[src/rtl/mac_seq.sv]
// Job sequencer for a single mac_module: fetches LEN signed operand pairs from two
// synchronous-read memories, runs a bias-initialised dot product and hands the result out.
module mac_seq #(
  parameter int LEN_W  = 8,
  parameter int ADDR_W = 8
) (
  input  logic              CLKEXT,
  input  logic              RST,
  input  logic              START,
  input  logic [LEN_W-1:0]  LEN,
  input  logic [ADDR_W-1:0] BASE_A,
  input  logic [ADDR_W-1:0] BASE_B,
  input  logic [15:0]       BIAS_IN,
  output logic              BUSY,
  output logic [ADDR_W-1:0] ADDR_A,
  output logic [ADDR_W-1:0] ADDR_B,
  output logic              MEM_RD,
  input  logic [7:0]        MEM_A_DATA,
  input  logic [7:0]        MEM_B_DATA,
  output logic              MAC_EN,
  output logic              MAC_RST,
  output logic [15:0]       MAC_BIAS,
  output logic [7:0]        MAC_A,
  output logic [7:0]        MAC_B,
  input  logic [15:0]       MAC_Y,
  output logic [15:0]       RESULT,
  output logic              RES_VALID,
  input  logic              RES_READY
);

  typedef enum logic [2:0] {
    ST_IDLE = 3'd0,
    ST_LOAD = 3'd1,
    ST_ACC  = 3'd2,
    ST_CAPT = 3'd3,
    ST_OUT  = 3'd4
  } state_t;

  state_t            state_r, state_s;
  logic [LEN_W-1:0]  len_r, idx_r;
  logic [ADDR_W-1:0] base_a_r, base_b_r;
  logic [15:0]       bias_r, result_r;
  logic              last_s;

  // State register, job parameter latches, element counter and result capture
  always_ff @(posedge CLKEXT) begin
    if (RST) begin
      state_r  <= ST_IDLE;
      len_r    <= '0;
      idx_r    <= '0;
      base_a_r <= '0;
      base_b_r <= '0;
      bias_r   <= '0;
      result_r <= '0;
    end else begin
      state_r <= state_s;
      case (state_r)
        ST_IDLE: begin
          if (START) begin
            len_r    <= LEN;
            base_a_r <= BASE_A;
            base_b_r <= BASE_B;
            bias_r   <= BIAS_IN;
            idx_r    <= '0;
          end
        end
        // idx never exceeds LEN, which fits LEN_W, so this cannot wrap
        ST_ACC:  idx_r    <= idx_r + LEN_W'(1);
        ST_CAPT: result_r <= MAC_Y;
        default: ;
      endcase
    end
  end

  // Next-state decode and Moore outputs for the MAC and operand memories
  always_comb begin
    state_s = state_r;
    MEM_RD  = 1'b0;
    ADDR_A  = '0;
    ADDR_B  = '0;
    MAC_EN  = 1'b0;
    MAC_RST = 1'b0;
    MAC_A   = 8'h00;
    MAC_B   = 8'h00;
    last_s  = (idx_r == (len_r - LEN_W'(1)));
    case (state_r)
      ST_IDLE: begin
        if (START) state_s = ST_LOAD;
        else       state_s = ST_IDLE;
      end
      ST_LOAD: begin
        MAC_EN  = 1'b1;
        MAC_RST = 1'b1;
        if (len_r != '0) begin
          MEM_RD  = 1'b1;
          ADDR_A  = base_a_r;
          ADDR_B  = base_b_r;
          state_s = ST_ACC;
        end else begin
          state_s = ST_CAPT;
        end
      end
      ST_ACC: begin
        MAC_EN = 1'b1;
        MAC_A  = MEM_A_DATA;
        MAC_B  = MEM_B_DATA;
        // Prefetch element idx+1 so its data lands in the next ACC cycle
        if (!last_s) begin
          MEM_RD  = 1'b1;
          ADDR_A  = base_a_r + ADDR_W'(idx_r) + ADDR_W'(1);
          ADDR_B  = base_b_r + ADDR_W'(idx_r) + ADDR_W'(1);
          state_s = ST_ACC;
        end else begin
          state_s = ST_CAPT;
        end
      end
      ST_CAPT: state_s = ST_OUT;
      ST_OUT: begin
        if (RES_READY) state_s = ST_IDLE;
        else           state_s = ST_OUT;
      end
      default: state_s = ST_IDLE;
    endcase
  end

  assign BUSY      = (state_r != ST_IDLE);
  assign RES_VALID = (state_r == ST_OUT);
  assign RESULT    = result_r;
  assign MAC_BIAS  = bias_r;

endmodule

[config.mk]
export PLATFORM = sky130hd
export DESIGN_NAME = mac_seq
export DESIGN_NICKNAME = d
export VERILOG_FILES = /design/src/rtl/mac_seq.sv
export SDC_FILE = /design/constraint.sdc
export NUM_CORES = 1
export LEC_CHECK = 0
export CORE_UTILIZATION = 45
export CTS_BUF_LIST = sky130_fd_sc_hd__clkbuf_2
export DETAILED_ROUTE_END_ITERATION = 8
export PLACE_DENSITY = 0.83
export REMOVE_ABC_BUFFERS = 1
export SYNTH_ARGS = -nofsm -noshare
export SYNTH_HDL_FRONTEND = slang
export SYNTH_SLANG_ARGS = --single-unit
[constraint.sdc]
create_clock -name CLKEXT -period 3.2 [get_ports CLKEXT]
set_input_delay 0.64 -clock CLKEXT [delete_from_list [all_inputs] [get_ports CLKEXT]]
set_output_delay 0.64 -clock CLKEXT [all_outputs]
set_load 0.02 [all_outputs]
==> metrics.md, run 1 <==
| Metric | Value |
|---|---|
| Synth cell count leaders | nand2_1, a21oi_1, dfxtp_1 |
| Largest net degree at the start of global routing | 55 |
| Die height | 90.6 um |
| Clock Power Share | 0.249 |
| First-pass GRT wire length | 16900 um |
| Logic pwr share | 0.306 |
| Routed wire per std cell | 14.8 um |
| Worst Tran Pin Value | 724 ps |
| Slew Limit Fails | 0 |
| Tot Pwr | 0.00209 W |
| Vias per std cell | 5.23 |
| CTS Buf Count | 9 |
| Max cap viols | 0 |
| Clock latency at the later pin of the worst-skew pair | 510 ps |
| Clock root buffer | clkbuf_2 |
| Area of the mapped netlist | 0.00353 mm2 |
| Number of remaining DRC errors | 0 |
| Routability cong. | 0.843 |
| Worst setup margin | -26.1 ps |
| Setup violations, final | 3 |
| DIE WIDTH | 90.6 um |
| Overall Global Routing Usage | 0.253 |
| Nets@finish | 704 |
| Post-synth EDFFs | 0 |
| Crit Path Class | reg -> out |
| Hold-fix buffers, CTS | 0 |
| Failing checks | negative setup slack |
| Clock tree buffer depth | 2 |
| 1st-pass router iterations | 4 |
| Worst setup SP type | register |
| Yosys top cell by area | dfxtp_1 |
| Cell count of the worst reg-to-reg path | 7 |
| Site Rows | 31 |
| Critical Path Sink | ADDR_A[1] |
| Period minus WS final | 3230 ps |
| Max transition margin | 0.516 |
| # fillers | 574 |
| Area grow syn2layout | 53.0% |
| Yosys top cell area share | 0.380 |
| HPWL Detailed | 7180 um |
| H-Tree Depth | 3 |
| Hold Vio Cnt, Final | 0 |
| Instance count of the mapped netlist | 459 |
| Initial detailed-routing violation count | 176 |
| Worst Path Max Fanout | 5 |
| Top-level port count | 145 |
| Die area | 0.00820 mm2 |
| Share of layout cells above drive strength 1 | 0.145 |
| Sink Count | 67 |
| Fmax achieved | 310 MHz |
| Core box area | 0.00741 mm2 |
| FF+latch count, synth | 67 |
| Final Cell Area | 0.00540 mm2 |
| Routed wire length | 10500 um |
| Leakage | 2.16 nW |
| Switching power | 0.000707 W |
| Cell variety after synth | 47 |
| Initial Util | 0.476 |
| PwrDens | 387 mW/mm2 |
| Via count | 3730 |
| Top-count cell post-synth | nand2_1 |
| Worst Setup SP | len_r[2] |
| Worst hold slack | 463 ps |
| Largest cells by area after synthesis | dfxtp_1, nand2_1, a21oi_1, ha_1, xnor2_1 |
| GR Overflow Total | 0 |
| Fin crit share | 1.01 |
| RR Endpoint | idx_r[2] |
| Top FF cell, synth | dfxtp_1 |
| CP required | 2560 ps |
| Yosys warning total | 0 |
| Internal power | 0.00139 W |
| Switch share | 0.338 |
| CTS tree | done |
| N_diodes | 0 |
| Hold crit path type | in -> reg |
| Reg2Reg Setup Slack | 870 ps |
| Clock Skews | 17.9 ps |
| Share of power burned in registers | 0.445 |
| Outcome | finished with violations |
| Placed cell area | 0.00510 mm2 |
| Placement-stage worst setup slack | -7.25 ps |
| Arr. time, crit path | 2590 ps |
| Worst-path clk slew | 210 ps |
| Mean Syn Cell Area | 7.69 um2 |
| Port Buffers | 144 |
| Routed Antenna Nets | 0 |
| VDD IR max | 0.224 mV |
| RSZ-0062 raised after global routing | yes |
| Seq/Total Area, Yosys | 0.380 |
| FFs w/ async S/R, synth | 0 |
| RR Startpoint | state_r[1] |
| Number of global-route vias before repair | 3662 |
| Initial antenna violation count | 0 |
| CP Capture Type | output port |
worst min-delay path by stage:
stage / cells after the start / slack (ps) / start / end
global route: 2 / 410 / RST / len_r[3]
floorplan: 2 / 430 / base_a_r[7] / base_a_r[7]
finish: 2 / 460 / RST / len_r[7]
CTS: 2 / 420 / RST / len_r[7]
detailed placement: 2 / 450 / RESULT[12] / RESULT[12]
global placement: 2 / 440 / MAC_BIAS[13] / MAC_BIAS[13]
worst max-delay path: stages, from the launching register on:
cell      delay (ps)
dfxtp_1          460
nor3_4           230
mux2i_1          230
o22ai_1          100
o2111a_2         340
buf_6            130
buf_6            120
o31ai_1          260
buf_4            210
metal layers:
metal / global-route usage / wire, um / vias up / share of wire
met4: 0.0860 / 222 / 0 / 0.021
met2: 0.433 / 5300 / 125 / 0.50
met1: 0.285 / 4250 / 1731 / 0.40
li1: - / - / 1854 / -
met5: 0 / 0 / - / 0
met3: 0.0993 / 746 / 20 / 0.071
power by group through the flow:
| stage | combinational [W] | sequential (W) | clock, W |
|---|---|---|---|
| after global routing | 0.000693 | 0.000939 | 0.000581 |
| final | 0.000640 | 0.000931 | 0.000521 |
| after global placement | 0.000590 | 0.000941 | 0 |
| after detailed placement | 0.000601 | 0.000943 | 0 |
| after floorplan | 0.000280 | 0.000965 | 0 |
| after CTS | 0.000600 | 0.000927 | 0.000537 |
kinds of logic after synthesis:
group / synth area share
simple gates: 0.261
compound gates: 0.174
flops: 0.380
buf+inv: 0.0471
xor+xnor: 0.0596
fa+ha+maj: 0.0716
mux: 0.00603
stage by stage:
stage                     std cells  utilization  setup TNS [ps]
after floorplan                 430            -               0
after global placement          688        0.688               0
after detailed placement        688        0.688           -7.25
after CTS                       708        0.708           -20.1
after global routing            713        0.729           -2300
final                           713        0.729           -40.1
registers in the layout, indices dropped and copies added (netlist names):
name	cells
base_b_r	8
len_r	8
state_r	3
RESULT	16
idx_r	8
MAC_BIAS	16
base_a_r	8
cell usage in the layout (no fill, tap or decap), drive strengths merged, types with 15 or more instances in the layout:
cell type        n
and3            18
clkdlybuf4s50  126
a21oi           67
ha              17
dfxtp           67
nand2          126
buf             41
inv             15
nor2            20
xnor2           19
layout make-up:
cell class                 instances  area (um2)  area share
sequential                        67        1360       0.252
multi-input combinational        351        2150       0.399
clock inverter                     7        76.3      0.0141
tap                               99         124      0.0229
inverter                          13        53.8     0.00996
timing repair buffer             167        1590       0.294
clock buffer                       9        45.0     0.00834
what timing repair did:
item                                    in CTS  in global routing
gates resized for setup                     94                 35
endpoints found under the setup margin      17                 17
pin swaps                                   11                 12
gates cloned                                 0                  1
setup buffers                                4                  4
endpoints found under the hold margin        0                  0
(Power assumes the default switching activity.)
==> inputs of run 2 (changes only) <==
- PLACE_DENSITY: 0.83 -> default
- PLACE_DENSITY_LB_ADDON: default -> 0.12
==> run 2 against run 1 <==
  * The run now ends clean
  * Final cell count increased by 0.14%
  * Clock power increased by 3%
  * Via count decreased by 1.3%
  * Critical endpoint is now ADDR_A[4]
  * First-iteration DRC count increased by 1.1%
==> metrics.md, run 2 (synthesized netlist as in run 1, its figures left out) <==
| Metric | Value |
|---|---|
| Clock latency at the later pin of the worst-skew pair | 510 ps |
| Clock root buffer | clkbuf_2 |
| Hold path cells | 2 |
| RR Startpoint | state_r[1] |
| Slowest CP cell | dfxtp_4 |
| CP cell instances | inv_4 -> ha_4 -> nor3b_4 -> xnor2_1 -> nor4_1 -> o2111a_2 -> buf_6 -> nor2_4 -> a22o_1 -> buf_2 |
| Clock Skews | 18.4 ps |
| Placed cells | 688 |
| Initial detailed-routing violation count | 178 |
| Via count | 3682 |
| Hold Vio Cnt, Final | 0 |
| # fillers | 577 |
| Leakage | 2.17 nW |
| Share of layout cells above drive strength 1 | 0.156 |
| Die height | 90.6 um |
| Routed Antenna Nets | 0 |
| Overall Global Routing Usage | 0.251 |
| PwrDens | 386 mW/mm2 |
| Sink Count | 67 |
| Fin crit share | 0.993 |
| Top-level port count | 145 |
| Tot Pwr | 0.00211 W |
| Reg2Reg Setup Slack | 1030 ps |
| Hold crit path type | reg -> reg |
| Most common cell after layout, fill and taps aside | clkdlybuf4s50_1 |
| Outcome | finished clean |
| Slew Limit Fails | 0 |
| Worst Tran Pin Value | 669 ps |
| Most frequent cells in the layout | clkdlybuf4s50_1, nand2_1, a21oi_1, dfxtp_1, buf_4 |
| Number of remaining DRC errors | 0 |
| Port Buffers | 144 |
| CP required | 2560 ps |
| Routed wire length | 10100 um |
| Area grow syn2layout | 54.8% |
| H-Tree Depth | 3 |
| Cell count of the worst reg-to-reg path | 7 |
| N_diodes | 0 |
| Worst hold slack | 469 ps |
| Initial Util | 0.476 |
| Core box area | 0.00741 mm2 |
| Initial antenna violation count | 0 |
| CP Capture Type | output port |
| Worst setup SP type | register |
| Routability cong. | 0.871 |
| Worst setup margin | 20.9 ps |
| CP peak stage delay | 440 ps |
| Largest net degree at the start of global routing | 45 |
| VDD IR max | 0.313 mV |
| Vias per std cell | 5.16 |
| Final Cell Area | 0.00546 mm2 |
| RR Endpoint | idx_r[2] |
| HP Start | MAC_BIAS[13] |
| Number of global-route vias before repair | 3683 |
| Max cap viols | 0 |
| GR Overflow Total | 0 |
| Placement-stage worst setup slack | -2.32 ps |
| Setup violations, final | 0 |
| Worst Path Max Fanout | 8 |
| Routed wire per std cell | 14.2 um |
| Final Non-Filler Cells | 714 |
| Period minus WS final | 3180 ps |
| 1st-pass router iterations | 5 |
| Fmax achieved | 315 MHz |
| Sequential Area | 0.00136 mm2 |
| Nets@finish | 705 |
| Max transition margin | 0.553 |
| Placed cell area | 0.00511 mm2 |
| Multi-input logic area | 0.00216 mm2 |
| Clock tree buffer depth | 2 |
| DIE WIDTH | 90.6 um |
| WHS Endpoint | MAC_BIAS[13] |
| RSZ-0062 raised after global routing | yes |
| Site Rows | 31 |
| Arr. time, crit path | 2540 ps |
| Die area | 0.00820 mm2 |
| HPWL Detailed | 7160 um |
| CTS tree | done |
| First-pass GRT wire length | 16600 um |
| Crit Path Class | reg -> out |
| Worst-path clk slew | 210 ps |
| CTS Buf Count | 9 |
[run 2: cell types whose count changed in the layout (fill, tap and decap cells not counted), moves of 2 or more]
cell	previous run	this run
buf_6	7	13
buf_2	8	3
dfxtp_2	4	7
dfxtp_1	59	57
inv_2	0	2
inv_6	2	4
[run 2: how the worst max path moves through the flow]
stage / endpoint / start
floorplan: ADDR_A[7] / state_r[1]
global placement: ADDR_B[6] / idx_r[0]
detailed placement: ADDR_B[6] / idx_r[0]
CTS: ADDR_B[6] / idx_r[0]
global route: ADDR_B[1] / len_r[0]
finish: ADDR_A[4] / len_r[0]
[run 2: area by class of cell]
cell class,count,area share
clock buffers,9,0.00824
clock inverters,7,0.0149
inverters,13,0.00939
multi-input cells,351,0.395
flip-flops and latches,67,0.249
well taps,99,0.0227
repair buffers,168,0.301
[run 2: per-layer routing]
| layer | up-vias | GRT usage | share of wire | wire [um] |
|---|---|---|---|---|
| li1 | 1853 | - | - | - |
| met1 | 1695 | 0.290 | 0.40 | 4060 |
| met2 | 118 | 0.420 | 0.50 | 5090 |
| met3 | 16 | 0.0934 | 0.079 | 799 |
| met4 | 0 | 0.0927 | 0.015 | 155 |
| met5 | - | 0 | 0 | 0 |
[run 2: through the flow]
step                 util  TNS [ps]
finish              0.738         0
CTS                 0.713     -36.7
global placement    0.690         0
global route        0.738     -1890
floorplan               -         0
detailed placement  0.690     -2.32
[run 2: power by group]
part	switching [W]	internal, W	leakage (nW)	total (W)
registers	0.0000467	0.000886	0.552	0.000933
clock network	0.000345	0.000193	0.0739	0.000538
logic	0.000319	0.000322	1.55	0.000640
[run 2: what timing repair did]
| action | in CTS | in global routing |
|---|---|---|
| hold buffers | 0 | 0 |
| setup endpoints to repair | 17 | 17 |
| endpoints found under the hold margin | 0 | 0 |
| setup buffers | 5 | 4 |
| gates resized for setup | 101 | 44 |
| cloned | 1 | 0 |
| pin swaps | 7 | 24 |
[run 2: critical path: cells and delay by family (launching register included)]
kind | cells | cell delay [ps]
buf+inv | 3 | 330
simple gates | 3 | 490
compound gates | 2 | 500
flops | 1 | 440
xor+xnor | 1 | 130
fa+ha+maj | 1 | 160
==> inputs of run 3 (changes only) <==
- CORE_MARGIN: default -> 5
==> run 3 against run 2 <==
  * Setup slack worse by 18 ps
  * Combinational power down 2%
  * Largest cell class unchanged
  * Register-to-register slack better by 100 ps
  * Cell area down 1.8%
  * Clock skew up 6.7 ps
  * Global-route usage down 5.0 points
  * Sequential share of layout area up 0.31 points
  * Count of clock-buffer cells in the layout up 1
  * Hold slack worse by 1.9 ps
  * Die area up 18%
  * Routed wire length up 1.4%
==> metrics.md, run 3 (synthesized netlist as in run 1, its figures left out) <==
| Metric | Value |
|---|---|
| Hold crit path type | reg -> reg |
| Clock tree buffer depth | 2 |
| Initial detailed-routing violation count | 144 |
| Worst Setup SP | idx_r[1] |
| First-pass GRT wire length | 16200 um |
| CP required | 2560 ps |
| Routability cong. | 0.867 |
| Port Buffers | 144 |
| CTS tree | done |
| VDD IR max | 0.256 mV |
| Worst setup SP type | register |
| H-Tree Depth | 3 |
| Number of remaining DRC errors | 0 |
| Worst-path clk slew | 170 ps |
| Die area | 0.00972 mm2 |
| Vias per std cell | 5.12 |
| Largest net degree at the start of global routing | 53 |
| Routed wire length | 10300 um |
| Final Core Density | 0.698 |
| Most frequent cells in the layout | clkdlybuf4s50_1, nand2_1, a21oi_1, dfxtp_1, buf_4 |
| Most common cell after layout, fill and taps aside | clkdlybuf4s50_1 |
| Routed wire per std cell | 14.3 um |
| Tot Pwr | 0.00203 W |
| CP Capture Type | output port |
| Area grow syn2layout | 52.0% |
| Outcome | finished clean |
| Die height | 98.6 um |
| Site Rows | 32 |
| Worst Path Max Fanout | 4 |
| Arr. time, crit path | 2560 ps |
| Worst Tran Pin Value | 964 ps |
| Number of global-route vias before repair | 3482 |
| Period minus WS final | 3200 ps |
| Hold Vio Cnt, Final | 0 |
| Slew Limit Fails | 0 |
| Fmax achieved | 313 MHz |
| Max cap viols | 0 |
| N_diodes | 0 |
| Top-level port count | 145 |
| CTS Buf Count | 9 |
| Share of layout cells above drive strength 1 | 0.127 |
| Via count | 3668 |
| HP Start | MAC_BIAS[14] |
| Core box area | 0.00769 mm2 |
| Clock Skews | 25.2 ps |
| Sink Count | 67 |
| HPWL Detailed | 7310 um |
| Max transition margin | 0.357 |
| Clock root buffer | clkbuf_2 |
| Initial antenna violation count | 0 |
| Initial Util | 0.459 |
| Overall Global Routing Usage | 0.201 |
| Clock latency at the later pin of the worst-skew pair | 490 ps |
| Hold-fix buffers, CTS | 0 |
| PwrDens | 379 mW/mm2 |
| Routed Antenna Nets | 0 |
| Nets@finish | 705 |
| DIE WIDTH | 98.6 um |
| GR Overflow Total | 0 |
| RSZ-0062 raised after global routing | yes |
| 1st-pass router iterations | 5 |
| RR Startpoint | state_r[1] |
| Setup violations, final | 0 |
| Fin crit share | 0.999 |
| Crit Path Class | reg -> out |
| Leakage | 2.16 nW |
-- run 3: cell types whose count changed in the layout (fill, tap and decap cells not counted), moves of 4 or more --
| cell | change |
|---|---|
| dfxtp_1 | +6 |
| inv_6 | -4 |
| o21ai_0 | +4 |
| dfxtp_2 | -6 |
-- run 3: what timing repair did --
item	in CTS	in global routing
cloned	1	0
resized for setup	86	35
endpoints found under the hold margin	0	0
setup buffers	3	2
endpoints found under the setup margin	17	17
pin swaps	4	17
-- run 3: power by group --
part | internal (W) | switching (W) | total [W]
registers | 0.000885 | 0.0000431 | 0.000928
clock network | 0.000178 | 0.000302 | 0.000480
logic | 0.000312 | 0.000313 | 0.000625
total | 0.00137 | 0.000659 | 0.00203
-- run 3: final cells by class --
type                       count  area (um2)
inverter                      13        53.8
sequential                    67        1350
multi-input combinational    351        2100
tap                          102         128
clock buffer                  10        50.0
clock inverter                 6        56.3
timing repair buffer         168        1630
fill                         651        2320
-- run 3: final timing paths --
path             endpoint  slack, ps  depth (start not counted)
max             ADDR_A[7]          3                          9
min          MAC_BIAS[14]        470                          2
max reg2reg      idx_r[2]       1130                          7
min reg2reg  MAC_BIAS[14]        470                          2
-- run 3: worst max-delay path: stages, from the launching register on --
cell	delay [ps]
dfxtp_4	390
ha_1	270
nor2b_1	130
o21ai_0	250
a21oi_1	160
o41ai_2	250
xor2_1	250
a21oi_2	80
o21ai_1	120
buf_2	170
-- run 3: stage by stage --
stage	setup slack (ps)	cell area (um2)	instances	hold slack [ps]	TNS (ps)
floorplan	291	3410	430	430	0
global placement	114	5130	695	440	0
detailed placement	-1.04	5130	695	447	-1.04
CTS	10.6	5240	715	469	0
global route	-103	5370	717	482	-1110
finish	2.77	5370	717	467	0
-- run 3: layer usage --
| layer | up-vias | global-route usage | part of all wire | wire length, um |
|---|---|---|---|---|
| li1 | 1858 | - | - | - |
| met1 | 1656 | 0.241 | 0.41 | 4210 |
| met2 | 137 | 0.335 | 0.48 | 4890 |
| met3 | 17 | 0.0686 | 0.093 | 950 |
| met4 | 0 | 0.0746 | 0.019 | 195 |
| met5 | - | 0 | 0 | 0 |
